$ cat src/rtl/aux_run_ctrl_pkg.sv
// Shared definitions for the run/step/breakpoint controller: state width and state codes.
package aux_run_ctrl_pkg;

  // Width of the exported state code.
  localparam int unsigned RcStBit = 3;

  // Controller states; the encodings are visible on the state output.
  typedef enum logic [RcStBit-1:0] {
    RcStRun   = 3'd0,
    RcStPause = 3'd1,
    RcStStep  = 3'd2,
    RcStHalt  = 3'd3,
    RcStBreak = 3'd4
  } rc_state_e;

endpackage

$ cat src/rtl/aux_run_ctrl_debounce.sv
// Resume button conditioning: 2-flop synchroniser, stability counter, rising-edge pulse.
// A button held through reset must be released and pressed again before a pulse is produced.
module aux_debounce #(
  parameter int unsigned DebounceCnt = 4
) (
  input  logic clk,
  input  logic rst_n,
  input  logic resume,
  output logic press
);

  localparam int unsigned CntW = (DebounceCnt > 1) ? $clog2(DebounceCnt) : 1;
  localparam logic [CntW-1:0] CntMax = CntW'(DebounceCnt - 1);

  logic [1:0]      sync_q;
  logic [1:0]      prime_q;
  logic            level_q, level_d;
  logic [CntW-1:0] cnt_q, cnt_d;
  logic            armed_q, armed_d;
  logic            synced;
  logic            flip;
  logic            accept;

  assign synced = sync_q[1];

  // Synchroniser plus a fill marker telling when sync_q holds real samples.
  always_ff @(posedge clk or negedge rst_n) begin
    if (!rst_n) begin
      sync_q  <= 2'b00;
      prime_q <= 2'b00;
    end else begin
      sync_q  <= {sync_q[0], resume};
      prime_q <= {prime_q[0], 1'b1};
    end
  end

  // Level changes only after DebounceCnt consecutive samples that differ from it.
  always_comb begin
    flip    = (synced != level_q);
    accept  = flip && (cnt_q == CntMax);
    cnt_d   = '0;
    level_d = level_q;
    if (flip && !accept) begin
      cnt_d = cnt_q + CntW'(1);
    end
    if (accept) begin
      level_d = synced;
    end
    // Arm only once a real released sample is seen, so a held button never fires.
    armed_d = armed_q | (prime_q[1] & ~synced & ~level_q);
    press   = accept & synced & armed_q;
  end

  // Debounce state register.
  always_ff @(posedge clk or negedge rst_n) begin
    if (!rst_n) begin
      level_q <= 1'b0;
      cnt_q   <= '0;
      armed_q <= 1'b0;
    end else begin
      level_q <= level_d;
      cnt_q   <= cnt_d;
      armed_q <= armed_d;
    end
  end

endmodule

$ cat src/rtl/aux_run_ctrl.sv
// Run/step/breakpoint controller between the resume button and the core enable.
// Adds single-step, one PC breakpoint, debounced resume and a saturating breakpoint-stop count.
module aux_run_ctrl
  import aux_run_ctrl_pkg::*;
#(
  parameter int unsigned DebounceCnt  = 4,
  parameter bit          StartRunning = 1'b1,
  parameter int unsigned BpCntBit     = 16
) (
  input  logic                clk,
  input  logic                rst_n,
  input  logic                resume,
  input  logic                step_mode,
  input  logic                bp_en,
  input  logic [31:0]         bp_pc,
  input  logic [31:0]         pc,
  input  logic                halt,
  output logic                en,
  output logic [RcStBit-1:0]  state,
  output logic [BpCntBit-1:0] bp_cnt
);

  localparam rc_state_e ResetState = StartRunning ? RcStRun : RcStPause;

  rc_state_e           state_q, state_d;
  logic                skip_q, skip_d;
  logic [BpCntBit-1:0] bp_cnt_q, bp_cnt_d;
  logic                press;
  logic                halt_m;
  logic                bp_hit;

  aux_debounce #(
    .DebounceCnt(DebounceCnt)
  ) u_debounce (
    .clk   (clk),
    .rst_n (rst_n),
    .resume(resume),
    .press (press)
  );

  // skip masks the stop condition that just released us for one enabled cycle.
  assign halt_m = halt & ~skip_q;
  assign bp_hit = bp_en & (pc == bp_pc) & ~skip_q;

  // Next-state, enable, skip and breakpoint count.
  always_comb begin
    state_d  = state_q;
    skip_d   = skip_q;
    bp_cnt_d = bp_cnt_q;
    en       = 1'b0;
    unique case (state_q)
      RcStRun: begin
        en = ~halt_m & ~bp_hit;
        if (halt_m) begin
          state_d = RcStHalt;
        end else if (bp_hit) begin
          state_d = RcStBreak;
          if (bp_cnt_q != '1) begin
            bp_cnt_d = bp_cnt_q + BpCntBit'(1);
          end
        end else if (step_mode) begin
          state_d = RcStPause;
        end
      end
      RcStStep: begin
        en      = 1'b1;
        state_d = step_mode ? RcStPause : RcStRun;
      end
      RcStPause, RcStHalt, RcStBreak: begin
        if (press) begin
          state_d = step_mode ? RcStStep : RcStRun;
          skip_d  = 1'b1;
        end
      end
      default: begin
        state_d = ResetState;
      end
    endcase
    // Stop states never enable, so this clear cannot race the set above.
    if (en) begin
      skip_d = 1'b0;
    end
  end

  // State, skip and counter registers.
  always_ff @(posedge clk or negedge rst_n) begin
    if (!rst_n) begin
      state_q  <= ResetState;
      skip_q   <= 1'b0;
      bp_cnt_q <= '0;
    end else begin
      state_q  <= state_d;
      skip_q   <= skip_d;
      bp_cnt_q <= bp_cnt_d;
    end
  end

  assign state  = state_q;
  assign bp_cnt = bp_cnt_q;

endmodule
$ cat config.mk
export PLATFORM = sky130hd
export DESIGN_NAME = aux_run_ctrl
export DESIGN_NICKNAME = d
export VERILOG_FILES = /design/src/rtl/aux_run_ctrl_pkg.sv /design/src/rtl/aux_run_ctrl_debounce.sv /design/src/rtl/aux_run_ctrl.sv
export SDC_FILE = /design/constraint.sdc
export NUM_CORES = 1
export LEC_CHECK = 0
export CAP_MARGIN = 10
export CELL_PAD_IN_SITES_DETAIL_PLACEMENT = 1
export CELL_PAD_IN_SITES_GLOBAL_PLACEMENT = 2
export CORE_MARGIN = 2
export CORE_UTILIZATION = 25
export DETAILED_ROUTE_END_ITERATION = 7
export HOLD_SLACK_MARGIN = 0.1
export PLACE_DENSITY_LB_ADDON = 0.1
export SLEW_MARGIN = 20
export SYNTH_ARGS = -nofsm -noshare
export SYNTH_HDL_FRONTEND = slang
export SYNTH_SLANG_ARGS = --single-unit
$ cat constraint.sdc
create_clock -name clk -period 3.7 [get_ports clk]
set_clock_uncertainty 0.2 [all_clocks]
set_input_delay 0.37 -clock clk [delete_from_list [all_inputs] [get_ports clk]]
set_output_delay 0.37 -clock clk [all_outputs]
set_load 0.02 [all_outputs]
==> impl_metrics.prom <==
# TYPE chip_impl_metric gauge
chip_impl_metric{name="routedWlPerCell",unit="um"} 14.8
chip_impl_metric{name="io_pins",unit=""} 90
chip_impl_metric{name="drc",unit=""} 0
chip_impl_metric{name="antenna-diode-count",unit=""} 0
chip_impl_metric{name="rrSetupSlack",unit="ps"} 1300
chip_impl_metric{name="report.final.setup_viol",unit=""} 0
chip_impl_metric{name="post-cts-setup-buffers",unit=""} 0
chip_impl_metric{name="initial_utilization",unit="%"} 25.7
chip_impl_info{name="setup.worst_path.end_class",value="output port"} 1
chip_impl_info{name="startpoint_type",value="primary input"} 1
chip_impl_metric{name="globalRoute.totalOverflow",unit=""} 0
chip_impl_info{name="ys.flop_type",value="sky130_fd_sc_hd__dfrtp_1"} 1
chip_impl_info{name="layout_common_cells",value="sky130_fd_sc_hd__clkdlybuf4s50_1, sky130_fd_sc_hd__xnor2_1, sky130_fd_sc_hd__dfrtp_1, sky130_fd_sc_hd__nand4_1, sky130_fd_sc_hd__nand2_1"} 1
chip_impl_metric{name="grt_pass1_vias",unit=""} 1869
chip_impl_metric{name="layout.core_utilization",unit="%"} 40.7
chip_impl_metric{name="timing.final.hold_violations",unit=""} 0
chip_impl_metric{name="synthesis.instances",unit=""} 185
chip_impl_metric{name="setup_total_negative_slack",unit="ps"} 0
chip_impl_metric{name="worst_slew_pin_slew",unit="ps"} 576
chip_impl_metric{name="power_leakage",unit="nW"} 1.09
chip_impl_metric{name="crit_fanout",unit=""} 3
chip_impl_metric{name="ys_ff_latch",unit=""} 28
chip_impl_metric{name="final_area",unit="mm^2"} 0.00293
chip_impl_info{name="busiest_layer",value="met2"} 1
chip_impl_metric{name="fmax",unit="MHz"} 294
chip_impl_metric{name="crit_required",unit="ps"} 3130
chip_impl_metric{name="cts_hold_repair.buffers",unit=""} 0
chip_impl_metric{name="wl",unit="mm"} 5.56
chip_impl_metric{name="ctsResizeCount",unit=""} 0
chip_impl_metric{name="final_period_minus_worst_setup_slack",unit="ps"} 3400
chip_impl_metric{name="die_w",unit="um"} 90.0
chip_impl_metric{name="met1_usage",unit="%"} 16.9
chip_impl_metric{name="syn_area",unit="mm^2"} 0.00185
chip_impl_metric{name="worst_slew_margin_rel",unit="%"} 61.4
chip_impl_metric{name="finalMaxSlewViolations",unit=""} 0
chip_impl_metric{name="placedInstanceArea",unit="mm^2"} 0.00286
chip_impl_metric{name="drt-pass1-iter-count",unit=""} 3
chip_impl_metric{name="cap_violations",unit=""} 0
chip_impl_metric{name="layout-area-overhead-vs-synth",unit="%"} 58.6
chip_impl_metric{name="syn_avg_cell_area",unit="um^2"} 10.0
chip_impl_metric{name="yosys_warnings",unit=""} 0
chip_impl_metric{name="power_per_cell_area",unit="mW/mm^2"} 328
chip_impl_info{name="outcome",value="completed"} 1
chip_impl_info{name="hold_class",value="flip-flop to flip-flop"} 1
chip_impl_metric{name="critPathArrivalTime",unit="ps"} 2830
chip_impl_metric{name="fin_crit_share",unit="%"} 91.8
chip_impl_info{name="tritoncts",value="yes"} 1
chip_impl_metric{name="worst_ir_drop_vdd",unit="mV"} 0.151
chip_impl_info{name="most_common_cell_after_layout_fill_and_taps_aside",value="sky130_fd_sc_hd__clkdlybuf4s50_1"} 1
chip_impl_metric{name="cts_max_level",unit=""} 1
chip_impl_metric{name="place.detailed.hpwl",unit="mm"} 4.52
chip_impl_metric{name="cts.path.max_buffers",unit=""} 2
chip_impl_metric{name="cts_buffers",unit=""} 3
chip_impl_metric{name="maximum_number_of_pins_on_one_net_before_global_route_repair",unit=""} 29
chip_impl_metric{name="fp.dieArea",unit="mm^2"} 0.00811
chip_impl_metric{name="async_flop_share",unit="%"} 100
chip_impl_metric{name="globalRouteMet3Util",unit="%"} 3.10
chip_impl_info{name="path_class",value="primary input to output port"} 1
chip_impl_metric{name="synthesis.nets",unit=""} 257
chip_impl_metric{name="worst_case_setup_margin_in_the_final_layout",unit="ps"} 303
chip_impl_metric{name="pre_cts_ws",unit="ps"} 278
chip_impl_metric{name="final_net_count",unit=""} 350
chip_impl_metric{name="average_vias_per_placed_instance",unit=""} 4.55
chip_impl_metric{name="ant_nets",unit=""} 0
chip_impl_metric{name="grt_first_pass_wirelength",unit="mm"} 9.46
chip_impl_metric{name="count_of_buffers_inserted_at_the_top_level_ports",unit=""} 89
chip_impl_metric{name="vias",unit=""} 1711
chip_impl_metric{name="die_h",unit="um"} 90.0
chip_impl_metric{name="gp_congestion",unit=""} 0.706
chip_impl_metric{name="number_of_flops_mapped_to_enable_cells_by_yosys",unit=""} 0
chip_impl_metric{name="worst_skew_pair.late_latency",unit="ps"} 280
chip_impl_metric{name="row_count",unit=""} 31
chip_impl_metric{name="grt.met2_usage",unit="%"} 26.4
chip_impl_metric{name="grt_overall_usage",unit="%"} 14.2
chip_impl_metric{name="initial_antenna_violation_count",unit=""} 0
chip_impl_metric{name="post_route_cells_drive_above_1_share",unit="%"} 7.58
chip_impl_info{name="rsz0062_at_grt",value="false"} 1
chip_impl_metric{name="clk_transition_reported_paths",unit="ps"} 100
chip_impl_metric{name="detail_route.iter0.violations",unit=""} 25
chip_impl_metric{name="core_area",unit="mm^2"} 0.00721
chip_impl_metric{name="cts_num_sinks",unit=""} 28
chip_impl_info{name="clock-root-buffer",value="sky130_fd_sc_hd__clkbuf_8"} 1
chip_impl_metric{name="yosysSeqAreaShare",unit="%"} 37.9
chip_impl_metric{name="yosys.cell_types.count",unit=""} 41
[final timing paths]
| path | from | endpoint | cells past startpoint |
|---|---|---|---|
| worst max-delay path | bp_pc[16] | en | 7 |
| worst min-delay path | u_debounce.prime_q[0] | u_debounce.prime_q[1] | 0 |
| worst max register to register | skip_q | bp_cnt[13] | 6 |
| worst min register to register | u_debounce.prime_q[0] | u_debounce.prime_q[1] | 0 |
| max in group asynchronous | rst_n | bp_cnt[14] | 2 |
| min in group asynchronous | rst_n | state[0] | 2 |
[area by class of cell]
type | count | area (um^2)
fillers | 824 | 4280
multi-input cells | 151 | 1120
repair buffers | 92 | 913
flip-flops and latches | 28 | 701
well taps | 99 | 124
clock buffers | 3 | 41.3
clock inverters | 1 | 30.0
inverters | 2 | 7.51
[state kept, by name (all words and copies together), names as in the netlist]
signal / count
u_debounce.cnt_q: 2
u_debounce.prime_q: 2
u_debounce.sync_q: 2
bp_cnt: 16
u_debounce.armed_q: 1
state: 3
skip_q: 1
u_debounce.level_q: 1
[per-layer routing]
| layer | vias up | routed length [um] |
|---|---|---|
| li1 | 848 | - |
| met1 | 825 | 2450 |
| met2 | 34 | 2860 |
| met3 | 4 | 207 |
| met4 | 0 | 38 |
| met5 | - | 0 |
[cell families (layout without fill, tap and decap cells)]
group	count (synthesis)	count (layout)	synth area share (%)
adders and majority gates	2	2	1.35
DFF	28	28	37.9
muxes	4	4	2.37
buffers and inverters	6	98	1.76
other	1	1	0.203
AOI/OAI and AO/OA	12	12	4.33
and+or+nand+nor	85	85	28.3
xor gates and xnor gates	47	47	23.9
[cells in the mapped netlist (2+ instances only)]
cell type | n | area, um^2
sky130_fd_sc_hd__xnor2_2 | 4 | 65.1
sky130_fd_sc_hd__nand3_1 | 9 | 45.0
sky130_fd_sc_hd__mux2_2 | 3 | 33.8
sky130_fd_sc_hd__inv_1 | 2 | 7.51
sky130_fd_sc_hd__xnor2_1 | 35 | 307
sky130_fd_sc_hd__and3_1 | 2 | 12.5
sky130_fd_sc_hd__nor4_1 | 2 | 12.5
sky130_fd_sc_hd__and4_1 | 2 | 17.5
sky130_fd_sc_hd__dfrtp_1 | 28 | 701
sky130_fd_sc_hd__buf_2 | 2 | 10.0
sky130_fd_sc_hd__nor3_2 | 2 | 20.0
sky130_fd_sc_hd__ha_1 | 2 | 25.0
sky130_fd_sc_hd__nor4_2 | 3 | 37.5
sky130_fd_sc_hd__or4_1 | 4 | 30.0
sky130_fd_sc_hd__nand2b_1 | 3 | 18.8
sky130_fd_sc_hd__nor2b_1 | 3 | 18.8
sky130_fd_sc_hd__xor2_1 | 8 | 70.1
sky130_fd_sc_hd__nor3_1 | 7 | 35.0
sky130_fd_sc_hd__a21oi_1 | 3 | 15.0
sky130_fd_sc_hd__nand2_1 | 13 | 48.8
sky130_fd_sc_hd__a31oi_1 | 3 | 18.8
sky130_fd_sc_hd__nand4_1 | 16 | 100
sky130_fd_sc_hd__and2_1 | 2 | 12.5
sky130_fd_sc_hd__nor2_1 | 10 | 37.5
[stage by stage]
stage	total power, mW	cells	hold slack, ps
finish	0.962	376	157
global route	1.03	376	174
CTS	0.976	376	161
detailed placement	0.729	372	137
global placement	0.721	372	131
floorplan	0.568	185	-126
[critical path: stages]
cell and delay (ps):
sky130_fd_sc_hd__clkdlybuf4s50_1 420, sky130_fd_sc_hd__xnor2_1 240, sky130_fd_sc_hd__nand4_1 110, sky130_fd_sc_hd__or4_1 590, sky130_fd_sc_hd__nor4_2 440, sky130_fd_sc_hd__o41ai_1 120, sky130_fd_sc_hd__clkdlybuf4s50_1 550
[report_power, final]
part | internal (mW) | switching (mW)
Combinational | 0.191 | 0.147
Clock | 0.145 | 0.0995
Sequential | 0.334 | 0.0443
Total | 0.671 | 0.291
No activity file was read; power rests on OpenSTA's default activity.
